File: src/rtl/chess_cursor_ctrl.sv
// Board cursor and two-step source/destination select that issues move requests over valid/ready.
// Define CHESS_CURSOR_WRAP_EN to wrap the cursor modulo 8; otherwise it saturates at the board edges.
module chess_cursor_ctrl #(
   parameter int unsigned CURSOR_X_INIT = 4,
   parameter int unsigned CURSOR_Y_INIT = 1,
   parameter int unsigned SEL_TIMEOUT   = 0
) (
   input  logic       clk,
   input  logic       Reset,
   input  logic       btn_l_pulse,
   input  logic       btn_r_pulse,
   input  logic       btn_u_pulse,
   input  logic       btn_d_pulse,
   input  logic       btn_c_pulse,
   output logic [2:0] cursor_x,
   output logic [2:0] cursor_y,
   output logic       sel_valid,
   output logic [5:0] sel_sq,
   output logic       move_valid,
   output logic [5:0] move_src,
   output logic [5:0] move_dst,
   input  logic       move_ready,
   output logic       side_to_move
);

   typedef enum logic [1:0] {
      SEL_SRC   = 2'd0,
      SEL_DST   = 2'd1,
      MOVE_PEND = 2'd2
   } state_t;

   // Counter never exceeds SEL_TIMEOUT-2, so clog2(SEL_TIMEOUT) bits are enough.
   localparam int CNT_W = (SEL_TIMEOUT > 2) ? $clog2(SEL_TIMEOUT) : 1;
   localparam logic [1:0][2:0] POS_INIT = {3'(CURSOR_Y_INIT), 3'(CURSOR_X_INIT)};

   state_t           state_reg, state_next;
   logic [1:0][2:0]  pos_reg, pos_next, pos_step;
   logic [1:0]       inc, dec;
   logic             sel_valid_reg, sel_valid_next;
   logic [5:0]       sel_sq_reg, sel_sq_next;
   logic             move_valid_reg, move_valid_next;
   logic [5:0]       move_src_reg, move_src_next;
   logic [5:0]       move_dst_reg, move_dst_next;
   logic             side_reg, side_next;
   logic [CNT_W-1:0] cnt_reg, cnt_next;
   logic [5:0]       cur_sq;
   logic             any_pulse;

   // Axis 0 is the file (x), axis 1 the rank (y).
   assign inc = {btn_u_pulse, btn_r_pulse};
   assign dec = {btn_d_pulse, btn_l_pulse};

   genvar gi;
   generate
      for (gi = 0; gi < 2; gi++) begin : g_axis
         logic up, dn;
         assign up = inc[gi] & ~dec[gi];
         assign dn = dec[gi] & ~inc[gi];
`ifdef CHESS_CURSOR_WRAP_EN
         assign pos_step[gi] = up ? pos_reg[gi] + 3'd1 :
                               dn ? pos_reg[gi] - 3'd1 : pos_reg[gi];
`else
         assign pos_step[gi] = (up && pos_reg[gi] != 3'd7) ? pos_reg[gi] + 3'd1 :
                               (dn && pos_reg[gi] != 3'd0) ? pos_reg[gi] - 3'd1 : pos_reg[gi];
`endif
      end
   endgenerate

   assign cur_sq    = {pos_reg[1], pos_reg[0]};
   assign any_pulse = btn_l_pulse | btn_r_pulse | btn_u_pulse | btn_d_pulse | btn_c_pulse;

   always_ff @(posedge clk) begin
      if (Reset) begin
         state_reg      <= SEL_SRC;
         pos_reg        <= POS_INIT;
         sel_valid_reg  <= 1'b0;
         sel_sq_reg     <= '0;
         move_valid_reg <= 1'b0;
         move_src_reg   <= '0;
         move_dst_reg   <= '0;
         side_reg       <= 1'b0;
         cnt_reg        <= '0;
      end else begin
         state_reg      <= state_next;
         pos_reg        <= pos_next;
         sel_valid_reg  <= sel_valid_next;
         sel_sq_reg     <= sel_sq_next;
         move_valid_reg <= move_valid_next;
         move_src_reg   <= move_src_next;
         move_dst_reg   <= move_dst_next;
         side_reg       <= side_next;
         cnt_reg        <= cnt_next;
      end
   end

   always_comb begin
      state_next      = state_reg;
      pos_next        = pos_reg;
      sel_valid_next  = sel_valid_reg;
      sel_sq_next     = sel_sq_reg;
      move_valid_next = move_valid_reg;
      move_src_next   = move_src_reg;
      move_dst_next   = move_dst_reg;
      side_next       = side_reg;
      cnt_next        = cnt_reg;

      unique case (state_reg)
         SEL_SRC: begin
            pos_next = pos_step;
            cnt_next = '0;
            // The held square is the pre-move cursor even if a direction pulse coincides.
            if (btn_c_pulse) begin
               sel_sq_next    = cur_sq;
               sel_valid_next = 1'b1;
               state_next     = SEL_DST;
            end
         end
         SEL_DST: begin
            pos_next = pos_step;
            if (btn_c_pulse) begin
               cnt_next = '0;
               if (cur_sq == sel_sq_reg) begin
                  sel_valid_next = 1'b0;
                  state_next     = SEL_SRC;
               end else begin
                  move_src_next   = sel_sq_reg;
                  move_dst_next   = cur_sq;
                  move_valid_next = 1'b1;
                  state_next      = MOVE_PEND;
               end
            end else if (any_pulse) begin
               cnt_next = '0;
            end else if (SEL_TIMEOUT != 0) begin
               // Cancel on the idle cycle that brings the count to SEL_TIMEOUT-1.
               if (32'(cnt_reg) + 32'd2 >= SEL_TIMEOUT) begin
                  sel_valid_next = 1'b0;
                  cnt_next       = '0;
                  state_next     = SEL_SRC;
               end else begin
                  cnt_next = cnt_reg + CNT_W'(1);
               end
            end
         end
         MOVE_PEND: begin
            if (move_valid_reg && move_ready) begin
               move_valid_next = 1'b0;
               sel_valid_next  = 1'b0;
               side_next       = ~side_reg;
               state_next      = SEL_SRC;
            end
         end
         default: state_next = SEL_SRC;
      endcase
   end

   assign cursor_x     = pos_reg[0];
   assign cursor_y     = pos_reg[1];
   assign sel_valid    = sel_valid_reg;
   assign sel_sq       = sel_sq_reg;
   assign move_valid   = move_valid_reg;
   assign move_src     = move_src_reg;
   assign move_dst     = move_dst_reg;
   assign side_to_move = side_reg;

endmodule

File: config.mk
export PLATFORM = sky130hd
export DESIGN_NAME = chess_cursor_ctrl
export DESIGN_NICKNAME = d
export VERILOG_FILES = /design/src/rtl/chess_cursor_ctrl.sv
export SDC_FILE = /design/constraint.sdc
export NUM_CORES = 1
export LEC_CHECK = 0
export ABC_AREA = 1
export ABC_CLOCK_PERIOD_IN_PS = 3000
export CORE_MARGIN = 2
export CORE_UTILIZATION = 50
export DETAILED_ROUTE_END_ITERATION = 7
export GPL_ROUTABILITY_DRIVEN = 0
export GPL_TIMING_DRIVEN = 0
export PLACE_DENSITY = 0.77
export SYNTH_ARGS = -nofsm -noshare
export SYNTH_HDL_FRONTEND = slang
export SYNTH_SLANG_ARGS = --single-unit
export TNS_END_PERCENT = 10
File: constraint.sdc
create_clock -name clk -period 3 [get_ports clk]
set_clock_uncertainty 0.2 [all_clocks]
set_input_delay 0.6 -clock clk [delete_from_list [all_inputs] [get_ports clk]]
set_output_delay 0.6 -clock clk [all_outputs]
set_load 0.01 [all_outputs]
Word-level counts from Yosys, hierarchy flattened
Index checks and enable logic that the tools add are counted.

storage, ports and cells
  flip-flop bits (word level) = 29
  output and inout port bits = 27
  bits of input ports = 8
  word-level logic and storage cells = 71

operators by class
  eq/ne operators = 10
  add/sub/neg operators = 4
  mux-type cells = 17
  bitwise logic cells = 10
  reduce and logical (&&, ||, !) cells = 21

operator list
  cell                                                                    number
  3-bit 2-to-1 mux                                                        4
  2-bit != test (second input constant)                                   5
  3-bit nonzero test                                                      3
  2-bit 2-to-1 mux                                                        4
  2-bit AND reduction                                                     4
  3-bit by 1-bit adder with 3-bit output (second input constant)          2
  6-bit equality test                                                     1
  1-bit 2-to-1 mux                                                        6
  3-bit != test (second input constant)                                   2
  1-bit NOT                                                               6
  2-bit one-hot mux with 3 select lines                                   1
  3-bit AND reduction                                                     2
  2-bit nonzero test                                                      3
  3-bit by 1-bit subtractor with 3-bit output (second input constant)     2
  1-bit logical AND                                                       5
  5-bit AND reduction                                                     1
  1-bit AND                                                               4
  4-bit AND reduction                                                     1
  1-bit one-hot mux with 3 select lines                                   1
  2-bit by 1-bit equality test with 1-bit output (second input constant)  1
  2-bit equality test (second input constant)                             1
  2-bit logical NOT                                                       1
  1-bit one-hot mux with 2 select lines                                   1
  2-bit OR reduction                                                      1

Depth between registers and ports, before layout
  depth in word-level cells = 5
  gate-level depth with buffers = 10
  mapped depth without buffers = 10

Least setup slack after synthesis
OpenSTA, ideal clock, no wires.

  kind = input -> register
  start point = input btn_u_pulse
  end point = register pos_reg, in the netlist cursor_y[2]
  library setup time = 0.132 ns
  arrival = 1.571 ns
  stages on the path = 8
  slack = 1.097 ns
  path through = inv_1 -> nor2_1 -> nand2_1 -> fa_1 -> xnor2_1 -> nor2_1 -> o21ai_0 -> a21oi_1

between the ends
  longest elaborated chain between the ends = 5
  elaborated cells on any way between the ends = 8

ends and longest elaborated chain
  what                           RTL line  text
  start: declaration             12        input logic btn_u_pulse,
  1-bit NOT                      58        assign dn = dec[gi] & ~inc[gi];
  1-bit AND                      58
  1-bit logical AND              64        (dn && pos_reg[gi] != 3'd0) ? pos_reg[gi] - 3'd1 : pos_reg[gi];
  2-bit nonzero test (no line)   n/a
  2-bit AND reduction (no line)  n/a
  end signal: assignment         85        pos_reg <= pos_next;
  end: declaration               37        logic [1:0][2:0] pos_reg, pos_next, pos_step;

Several ways; a longest one is shown, not always the timed one.
A chain may end at the register's enable or synchronous reset.

Worst setup path after layout
  start point = register pos_reg, in the netlist cursor_y[1]
  end point = output cursor_y[1]

RTL lines
  what              RTL line  text
  end: declaration  16        output logic [2:0] cursor_y,

No word-level cell between the ends.

==> impl_metrics.toml <==
[die]
initial_core_util_pct = 51.5
die_w_um = 59.6
io_pins = 35
dieArea_um2 = 3560
core.rowCount = 20
core_area_um2 = 3000
die_y_um = 59.6

[cells_and_area]
layout.nets = 266
nFillCells = 263
final_cells = 284
drive_gt1_share_pct = 15.1
area_growth_syn_to_layout_pct = 28.2
final_util_pct = 66.1
antenna-diode-count = 0

[routing]
top_layer = "met4"
drc = 0
wl_met2_mm = 1.43
wl_met3_um = 154
viasPerCell = 4.92
drt-met1-wl_mm = 1.40
ant_nets = 0
avgRoutedWirePerCell_um = 10.8
drtIter0Drc = 42
routed_wl_mm = 3.06
vias = 1396
dr.pass1.iters = 4

[synth]
synthCells = 210
ys_warn_count = 0
syn-num-nets = 225
synth_top_family_by_area = "simple AND/OR/NAND/NOR gates"
synth.area.mux_share_pct = 0
ys_seq_area_share_pct = 37.5
synth_fa_ha_area_share_pct = 6.63
synth_simple_gate_area_share_pct = 28.3
synth-seq-cells = 29
avgSynthCellArea_um2 = 7.37
synth_xor_area_share_pct = 1.70
netlist_area_um2 = 1550
synth_compound_area_share_pct = 16.6
ys_types = 23

[clock_tree]
root_buffer = "clkbuf_4"
ctsResizeCount = 0
h-tree-depth = 2
cts_buffer_depth = 2
clk_pin_slew_ns = 0.09
clk_latency_ns = 0.32
cts_tree = "done"
post_cts.repair.setup_buffers = 0
numCtsBuffers = 5
cts_sinks = 29
cts_hold_buf = 0

[place]
dp_hpwl_mm = 2.35
io_buffers = 34
post-place-cells = 277

[critical_path]
worst_setup_path_end_kind = "output pin"
cp-start-kind = "flip-flop"
cp_num_buf_inv = 1
crit_fanout = 8
required_ns = 2.20
crit_chain = "clkdlybuf4s50_1"
cp_top_family = "buffers and inverters"
critPathKind = "reg -> out"
cp.arrival_ns = 1.48
slowest_stage = "clkdlybuf4s50_1"
timing.critical_path.slowest_cell_delay_ns = 0.61

[timing]
fmaxAchievable_mhz = 439
fin_crit_sh_pct = 75.8
slew_headroom_pct = 55.6
finalMaxSlewViolations = 0
setup_viol = 0
rsz0062_at_grt = "no"
timing.final.hold_violations = 0
finalSetupTns_ns = 0
period_minus_slack_ns = 2.28
worstMarginPinSlew_ns = 0.665

[grt]
grt_pass1_vias = 1257
grt.total_usage_pct = 20.1
grt_pass1_wl_mm = 5.33
grt-ovfl-total = 0
antenna_found_initial = 0
grt_start_max_net_pins = 11

[status]
outcome = "completed"

[hold_path]
hold_class = "reg -> reg"

[pwr]
ir_drop_mv = 0.418
p_leak_nw = 0.824
powerDensity_nw_per_um2 = 851

[flow_run]
cap_viol_max_count = 0
[report_power, final]
part,internal (mW),switching [mW]
Combinational,0.393,0.444
Clock,0.110,0.125
Sequential,0.484,0.132
[layer usage]
| layer | GRT usage (%) | vias up |
|---|---|---|
| met1 | 24.4 | 598 |
| met4 | 7.30 | 0 |
| met3 | 6.99 | 11 |
| met5 | 0 | - |
| met2 | 33.0 | 39 |
| li1 | - | 748 |
[placed cells by master, fill, tap and decap left out]
| master | netlist | final |
|---|---|---|
| nand2_2 | 5 | 5 |
| o21ai_0 | 14 | 14 |
| nand3_4 | 1 | 1 |
| or2_2 | 2 | 2 |
| nor2_2 | 2 | 2 |
| nand3_1 | 12 | 12 |
| a21oi_2 | 10 | 10 |
| ha_1 | 5 | 5 |
| clkbuf_8 | 0 | 1 |
| nand2_1 | 65 | 65 |
| nor2_4 | 1 | 1 |
| inv_1 | 20 | 20 |
| xnor2_1 | 3 | 3 |
| a21oi_1 | 16 | 16 |
| clkbuf_1 | 3 | 4 |
| inv_2 | 7 | 7 |
| clkbuf_4 | 0 | 5 |
| fa_1 | 2 | 2 |
| buf_6 | 1 | 1 |
| nand4_1 | 2 | 2 |
| nand3_2 | 1 | 1 |
| clkdlybuf4s50_1 | 0 | 34 |
| nor2_1 | 7 | 7 |
| a21boi_4 | 1 | 1 |
| buf_12 | 1 | 1 |
| dfxtp_1 | 29 | 29 |
[layout make-up]
cell class | count | area, um2 | area share, %
multi-input combinational | 149 | 823 | 41.5
clock buffer | 7 | 55.1 | 2.77
timing repair buffer | 34 | 340 | 17.2
buffer | 5 | 42.5 | 2.14
inverter | 27 | 101 | 5.11
sequential | 29 | 581 | 29.3
tap | 33 | 41.3 | 2.08
[stage by stage]
step                hold slack (ns)  power [mW]  cell area, um2  setup slack [ns]
detailed placement            0.259        1.47            1930             0.516
finish                        0.268        1.69            1980             0.725
global placement              0.253        1.45            1930             0.577
CTS                           0.273        1.71            1980             0.704
floorplan                     0.283        1.17            1550              1.10
global route                  0.288        1.84            1980             0.658
[final timing paths]
kind / start / end / slack (ns) / cells after the start
setup / recovery: cursor_y[1] / cursor_y[1] / 0.72 / 1
hold / removal: side_to_move / side_to_move / 0.27 / 2
setup reg to reg: state_reg[1] / sel_valid / 1.11 / 8
hold reg to reg: side_to_move / side_to_move / 0.27 / 2
[Yosys cell counts (all sizes together)]
| cell type | instances | area (um2) |
|---|---|---|
| inv | 27 | 101 |
| nand2 | 70 | 275 |
| nand3 | 14 | 87.6 |
| nand4 | 2 | 12.5 |
| o21ai | 14 | 70.1 |
| dfxtp | 29 | 581 |
| a21boi | 1 | 18.8 |
| clkbuf | 3 | 11.3 |
| nor2 | 10 | 50.1 |
| or2 | 2 | 12.5 |
| ha | 5 | 62.6 |
| buf | 2 | 31.3 |
| xnor2 | 3 | 26.3 |
| fa | 2 | 40.0 |
| a21oi | 26 | 168 |
[tightest hold or removal path, cell delays in order (launching register included)]
cell,delay (ns)
dfxtp_1,0.32
inv_1,0.06
a21oi_1,0.05
[kinds of logic (layout without fill, tap and decap cells)]
family / after synthesis / count (layout)
buffers and inverters: 32 / 73
XOR/XNOR: 3 / 3
adder cells (fa/ha/maj): 7 / 7
AND/OR/NAND/NOR: 98 / 98
AO/OA/AOI/OAI: 41 / 41
flip-flops: 29 / 29
(Power assumes the default switching activity.)
